`src/rtl/sipo_pkg.sv`:
```
// Shared types for the SIPO deserialiser: FSM state encoding and default word width.
// Build option SIPO_PARITY_EN adds the PAR state for a trailing even-parity bit.
package sipo_pkg;

  localparam int DEFAULT_WIDTH = 8;

`ifdef SIPO_PARITY_EN
  typedef enum logic [1:0] {
    IDLE  = 2'd0,
    SHIFT = 2'd1,
    PAR   = 2'd2
  } state_e;
`else
  typedef enum logic [0:0] {
    IDLE  = 1'b0,
    SHIFT = 1'b1
  } state_e;
`endif

endpackage

```
`src/rtl/sipo_out_reg.sv`:
```
// Output holding register for the SIPO deserialiser: valid/ready handshake and overflow flag.
// With SIPO_PARITY_EN it also carries the parity-error pulse alongside each completed word.
module sipo_out_reg
  import sipo_pkg::*;
#(
  parameter int WIDTH = DEFAULT_WIDTH
) (
  input  logic             clk,
  input  logic             rst,
  input  logic             load_i,
  input  logic [WIDTH-1:0] word_i,
`ifdef SIPO_PARITY_EN
  input  logic             perr_i,
  output logic             par_err_o,
`endif
  input  logic             rdy_i,
  output logic [WIDTH-1:0] dout_o,
  output logic             vld_o,
  output logic             ovf_o
);

  logic [WIDTH-1:0] dout_q, dout_d;
  logic             vld_q, vld_d;
  logic             ovf_q, ovf_d;
  logic             accept;

  // A new word may replace the held one only when the slot is empty or being drained this edge.
  assign accept = !vld_q || rdy_i;

  always_comb begin
    dout_d = dout_q;
    vld_d  = vld_q;
    ovf_d  = 1'b0;
    if (load_i && accept) begin
      dout_d = word_i;
      vld_d  = 1'b1;
    end else if (load_i) begin
      ovf_d = 1'b1;
    end else if (vld_q && rdy_i) begin
      vld_d = 1'b0;
    end
  end

  always_ff @(posedge clk or posedge rst) begin
    if (rst) begin
      dout_q <= '0;
      vld_q  <= 1'b0;
      ovf_q  <= 1'b0;
    end else begin
      dout_q <= dout_d;
      vld_q  <= vld_d;
      ovf_q  <= ovf_d;
    end
  end

`ifdef SIPO_PARITY_EN
  logic perr_q;

  // Parity errors are reported for dropped words as well as delivered ones.
  always_ff @(posedge clk or posedge rst) begin
    if (rst) begin
      perr_q <= 1'b0;
    end else begin
      perr_q <= load_i && perr_i;
    end
  end

  assign par_err_o = perr_q;
`endif

  assign dout_o = dout_q;
  assign vld_o  = vld_q;
  assign ovf_o  = ovf_q;

endmodule

```
`src/rtl/sipo_deser.sv`:
```
// Serial-in parallel-out deserialiser: assembles WIDTH bits LSB first into a word.
// Define SIPO_PARITY_EN to expect a trailing even-parity bit per frame and expose par_err.
module sipo_deser
  import sipo_pkg::*;
#(
  parameter int WIDTH = DEFAULT_WIDTH
) (
  input  logic             clk,
  input  logic             rst,
  input  logic             din,
  input  logic             din_vld,
  output logic [WIDTH-1:0] dout,
  output logic             dout_vld,
  input  logic             dout_rdy,
  output logic             ovf
`ifdef SIPO_PARITY_EN
  ,
  output logic             par_err
`endif
);

  localparam int            CW   = $clog2(WIDTH);
  localparam logic [CW-1:0] LAST = CW'(WIDTH - 1);

  state_e           state_q, state_d;
  logic [CW-1:0]    cnt_q, cnt_d;
  logic [WIDTH-1:0] shreg_q, shreg_d;
  logic [WIDTH-1:0] word;
  logic             word_done;
`ifdef SIPO_PARITY_EN
  logic             par_bad;
`endif

  always_ff @(posedge clk or posedge rst) begin
    if (rst) begin
      state_q <= IDLE;
    end else begin
      state_q <= state_d;
    end
  end

  always_comb begin
    state_d = state_q;
    if (din_vld) begin
      case (state_q)
        IDLE:    state_d = SHIFT;
`ifdef SIPO_PARITY_EN
        SHIFT:   if (cnt_q == LAST) state_d = PAR;
        PAR:     state_d = IDLE;
`else
        SHIFT:   if (cnt_q == LAST) state_d = IDLE;
`endif
        default: state_d = IDLE;
      endcase
    end
  end

  always_comb begin
    word_done = 1'b0;
`ifdef SIPO_PARITY_EN
    par_bad   = 1'b0;
    if (din_vld && state_q == PAR) begin
      word_done = 1'b1;
      par_bad   = ^{shreg_q, din};
    end
`else
    if (din_vld && state_q == SHIFT && cnt_q == LAST) begin
      word_done = 1'b1;
    end
`endif
  end

  // Each bit is written at the counter position so the first bit lands in bit 0.
  always_comb begin
    cnt_d   = cnt_q;
    shreg_d = shreg_q;
    if (din_vld) begin
`ifdef SIPO_PARITY_EN
      if (state_q == PAR) begin
        cnt_d = '0;
      end else begin
        shreg_d[cnt_q] = din;
        cnt_d = (cnt_q == LAST) ? LAST : cnt_q + CW'(1);
      end
`else
      shreg_d[cnt_q] = din;
      cnt_d = (cnt_q == LAST) ? '0 : cnt_q + CW'(1);
`endif
    end
  end

  always_ff @(posedge clk or posedge rst) begin
    if (rst) begin
      cnt_q   <= '0;
      shreg_q <= '0;
    end else begin
      cnt_q   <= cnt_d;
      shreg_q <= shreg_d;
    end
  end

`ifdef SIPO_PARITY_EN
  assign word = shreg_q;
`else
  assign word = shreg_d;
`endif

  sipo_out_reg #(
    .WIDTH(WIDTH)
  ) u_out_reg (
    .clk      (clk),
    .rst      (rst),
    .load_i   (word_done),
    .word_i   (word),
`ifdef SIPO_PARITY_EN
    .perr_i   (par_bad),
    .par_err_o(par_err),
`endif
    .rdy_i    (dout_rdy),
    .dout_o   (dout),
    .vld_o    (dout_vld),
    .ovf_o    (ovf)
  );

endmodule

```
`config.mk`:
```
export PLATFORM = sky130hd
export DESIGN_NAME = sipo_deser
export DESIGN_NICKNAME = d
export VERILOG_FILES = /design/src/rtl/sipo_pkg.sv /design/src/rtl/sipo_out_reg.sv /design/src/rtl/sipo_deser.sv
export SDC_FILE = /design/constraint.sdc
export NUM_CORES = 1
export LEC_CHECK = 0
export CORE_UTILIZATION = 38
export CTS_BUF_LIST = sky130_fd_sc_hd__clkbuf_4 sky130_fd_sc_hd__clkbuf_8 sky130_fd_sc_hd__clkbuf_16
export CTS_CLUSTER_DIAMETER = 80
export DETAILED_ROUTE_END_ITERATION = 6
export PLACE_DENSITY = 0.61
export SYNTH_ARGS = -nofsm -noshare
export SYNTH_HDL_FRONTEND = slang
export SYNTH_HIERARCHICAL = 1
export SYNTH_SLANG_ARGS = --single-unit
```
`constraint.sdc`:
```
create_clock -name clk -period 4.6 [get_ports clk]
set_input_delay 0.92 -clock clk [delete_from_list [all_inputs] [get_ports clk]]
set_output_delay 0.92 -clock clk [all_outputs]
set_load 0.02 [all_outputs]
```
-- Word level (Yosys, flattened, before mapping)
Cells that the tools add are included.
- register bits after elaboration: 22
- latch bits: 0
- RAM bits: 0
- bits in read-only memories: 0
- input bits: 5
- logic and storage cells: 34
- memories kept: 0
- add/subtract/negate cells: 1
- multiply operators: 0
- divide/modulo/power cells: 0
- $lt $le $gt $ge: 2
- equal/unequal tests: 2
- shifts and indexed selects: 0
- multiplexer cells: 13
- bitwise logic cells: 1
- reduce and logical (&&, ||, !) cells: 9
- operators by type and width (cell ; number):
    8-bit bitwise mux ; 1
    1-bit two-way mux ; 8
    8-bit two-way mux ; 1
    1-bit logical AND ; 5
    3-bit by 4-bit < comparator with 1-bit output, second input constant ; 1
    3-bit by 1-bit adder with 3-bit output, second input constant ; 1
    1-bit demux with 3-bit select ; 1
    3-bit equality test, second input constant ; 1
    3-bit by 1-bit greater-or-equal comparator with 1-bit output, second input constant ; 1
    3-bit two-way mux ; 1
    2-bit inequality test, second input constant ; 1
    1-bit case mux with 2 select lines ; 1
    2-bit AND reduction ; 1
    2-bit nonzero test ; 1
    1-bit zero test ; 1
    1-bit logical OR ; 1
    1-bit inverter ; 1

-- Logic depth before layout (Yosys ltp)
- depth after elaboration: 6
- gate-level depth with buffers: 5
- depth with buffers taken out: 5

-- Hierarchy
Netlist, hierarchy kept.
- modules (own cells, without submodules) (module ; instances ; cells each ; area each (sq um) ; sequential area each (sq um)):
    sipo_deser ; 1 ; 42 ; 589.3 ; 300.3
    sipo_out_reg ; 1 ; 24 ; 410.4 ; 250.2

-- Worst setup path before layout
OpenSTA, ideal clock, no wires.
- path kind: input to register
- from: input din_vld
- to: register u_out_reg.dout_q[3] (netlist: u_out_reg/dout_o[3])
- setup time: 0.125 ns
- arrival: 1.747 ns
- required time: 4.475 ns
- setup slack: 2.728 ns
- stages on the path: 4
- path buffers: 1
- cell sequence: buf_4 > nand4b_1 > mux2_2 > mux2_4
- RTL lines (what ; line ; source):
    from (decl) ; sipo_deser.sv:11 ; input logic din_vld,
    8-bit two-way mux ; sipo_deser.sv:77 ; if (din_vld) begin
    via shreg_d[3] ; sipo_deser.sv:27 ; logic [WIDTH-1:0] shreg_q, shreg_d;
    to (signal assigned) ; sipo_out_reg.sv:50 ; dout_q <= dout_d;
    to (decl) ; sipo_out_reg.sv:22 ; logic [WIDTH-1:0] dout_q, dout_d;
The timed path passes the listed nets, and every way through them passes these cells.
A chain may end at the register's enable or synchronous reset.

-- Final worst setup path
- from: input din_vld
- to: register u_out_reg.dout_q[0] (netlist: u_out_reg/dout_o[0])
The elaborated chain is that of the path after synthesis.

==> flow_summary.yaml <==
status:
  run_status: "finished, final reports clean"
sta:
  final_worst_clock_skew_ns: 0.006098
  final_hold_viol_count: 0
  finalHoldWorstSlack_ns: 0.5069
  fmax_mhz: 416.9
  finalWorstPathRequiredPeriod_ns: 2.399
  final_critical_path_setup_slack_ns: 2.201
  setup-tns-final_ns: 0
  max_slew_margin_pct: 69.36
  period_share_pct: 52.15
  rsz0062_at_grt: "false"
  worst-slew-pin-transition_ns: 0.4591
  fin_max_slew_vios: 0
  setup_violations: 0
logic_synthesis:
  ys_types: 20
  syn-cell-area_um2: 999.7
  postSynthCellCount: 66
  ys_seq_elements: 22
  synthesis.yosys.warnings: 6
  seq_area_frac_synth_pct: 55.07
  postSynthNetCount: 73
  syn_avg_cell_area_um2: 15.15
critical_path:
  timing.critical_path.slowest_stage_cell: "clkdlybuf4s50_1"
  cp-end-kind: "register"
  timing.critical_path.required_ns: 4.80
  cp_max_fo: 14
  start_kind: "primary input"
  critical_path_arrival_ns: 2.59
  crit_path_cell_chain: "clkdlybuf4s50_1, nor4b_2, mux2_1, mux2_4"
  cp_peak_stage_delay_ns: 0.75
  crit_type: "primary input to register"
place:
  preCtsSetupSlack_ns: 1.911
  port_buffers: 14
  dp_hpwl_mm: 1.051
  dpl-instance-area_mm2: 0.001159
  gp_routability_congestion: 0.6986
cells_and_area:
  post-route-cell-area_mm2: 0.001195
  fin_util_pct: 48.23
  nNetsFinal: 90
  syn_to_final_growth_pct: 19.52
  final_common_cell: "dfrtp_1"
  layout.filler_cells: 236
  drive_gt1_share_pct: 26.83
  antenna-diode-count: 0
  mostFrequentLayoutCells: "dfrtp_1 (22), clkdlybuf4s50_1 (14), mux2_4 (11), inv_1 (5), mux2_2 (4)"
clocking:
  clkLatencyLatePin_ns: 0.30
  htreeDepth: 1
  max-clock-path-buffers: 2
  cts_tree: "built"
  cts-hold-fix-buffers: 0
  numCtsBuffers: 3
  cts_num_sinks: 22
  cts.repair.resized: 0
  clk_pin_slew_worst_setup_hold_paths_ns: 0.12
  cts_post_setup_buffers_inserted: 0
  cts_root_buf: "clkbuf_4"
die:
  fp.dieArea_mm2: 0.002840
  die_height_um: 53.29
  io-pin-count: 15
  die-width_um: 53.29
  core_area_mm2: 0.002477
  start_util_pct: 40.35
  placement_rows: 18
global_route:
  antenna_found_initial: 0
  grt_max_degree: 15
  first_global_vias: 561
  groute.usage.overall_pct: 13.41
  grt-ovfl-total: 0
  wire_length_of_the_first_global_routing_pass_mm: 2.587
drt:
  avgViaCountPerCell: 4.884
  postRouteAntennaNets: 0
  first_iter_violations: 7
  drc: 0
  route.detailed.wl_per_inst_um: 14.23
  route.vias.total: 547
  drt_pre_antenna_iters: 4
  routed_wl_mm: 1.594
power:
  share_seq_of_total_power_pct: 45.4
  clock_power_share_pct: 14.1
  netSwitchingPower_mw: 0.2283
  combinationalPowerShare_pct: 40.5
  power_leakage_nw: 0.5654
  power_per_cell_area_mw_per_mm2: 611.3
  worst_ir_drop_vdd_uv: 399.8
  cellInternalPower_mw: 0.5022
  swShare_pct: 31.25
job:
  cap_violations: 0
min_path:
  timing.hold.worst.class: "register to register"
==> synth_stat cells, drive strengths merged <==
master | instances | area, um2
and3 | 1 | 6.260
and4bb | 3 | 37.54
buf | 2 | 18.77
dfrtp | 22 | 550.5
ha | 2 | 25.02
inv | 5 | 18.77
mux2 | 17 | 232.7
mux2i | 1 | 10.01
nand2 | 2 | 15.01
nand2b | 2 | 20.02
nand4 | 1 | 6.260
nand4b | 3 | 26.28
nor2 | 3 | 11.26
nor4b | 1 | 15.01
o22ai | 1 | 6.260
==> layout make-up <==
cell class              count  area [um2]  area share, %
flip-flops and latches     22       550.5          46.07
multi-input cells          37       411.6          34.45
repair buffers             14       140.1          11.73
well taps                  30       37.54          3.141
clock buffers               4       36.28          3.037
inverters                   5       18.77          1.571
==> power groups by stage <==
stage	Combinational [mW]	Sequential [mW]	Clock, mW
finish	0.296	0.332	0.103
global placement	0.292	0.333	0
floorplan	0.166	0.364	0
global route	0.320	0.345	0.115
CTS	0.299	0.332	0.109
detailed placement	0.297	0.336	0
==> per-layer routing <==
layer  vias to the layer above  routed length, um  GRT usage (%)  part of all wire, %
li1                        267                  -              -                    -
met1                       262                811          17.06                   51
met2                        16                678          20.00                   43
met3                         2                 91          6.322                  5.7
met4                         0                 12          3.947                 0.75
met5                         -                  0              0                    0
==> cell families after synthesis <==
kind of cell | Yosys count | share of synthesized area, %
muxes | 18 | 24.28
DFF | 22 | 55.07
buffers and inverters | 7 | 3.755
adders and majority gates | 2 | 2.503
and+or+nand+nor | 16 | 13.77
AOI/OAI and AO/OA | 1 | 0.6262
==> stage by stage <==
stage | instances | power, mW
after floorplan | 66 | 0.5304
after global placement | 108 | 0.6247
after detailed placement | 108 | 0.6330
after CTS | 112 | 0.7404
after global routing | 112 | 0.7801
final | 112 | 0.7305
==> critical path: cells and delay by family <==
kind | cells | cell delay [ns]
buffers and inverters | 1 | 0.75
AND/OR/NAND/NOR | 1 | 0.30
multiplexers | 2 | 0.63
==> flip-flops by register name, summed over array words and instances (netlist names) <==
name	cells
shreg_q	8
u_out_reg/dout_o	8
cnt_q	3
state_q	1
u_out_reg/ovf_o	1
u_out_reg/vld_o	1
==> final timing paths <==
kind | start | endpoint | slack (ns) | cells past startpoint
max in group asynchronous | rst | cnt_q[1] | 3.34 | 2
worst min-delay path | shreg_q[5] | shreg_q[5] | 0.51 | 1
min in group asynchronous | rst | u_out_reg/dout_o[5] | 0.93 | 2
worst max register to register | cnt_q[0] | u_out_reg/dout_o[2] | 2.81 | 5
worst min register to register | shreg_q[5] | shreg_q[5] | 0.51 | 1
worst max-delay path | din_vld | u_out_reg/dout_o[0] | 2.20 | 4
Power figures use the tool's default switching activity.
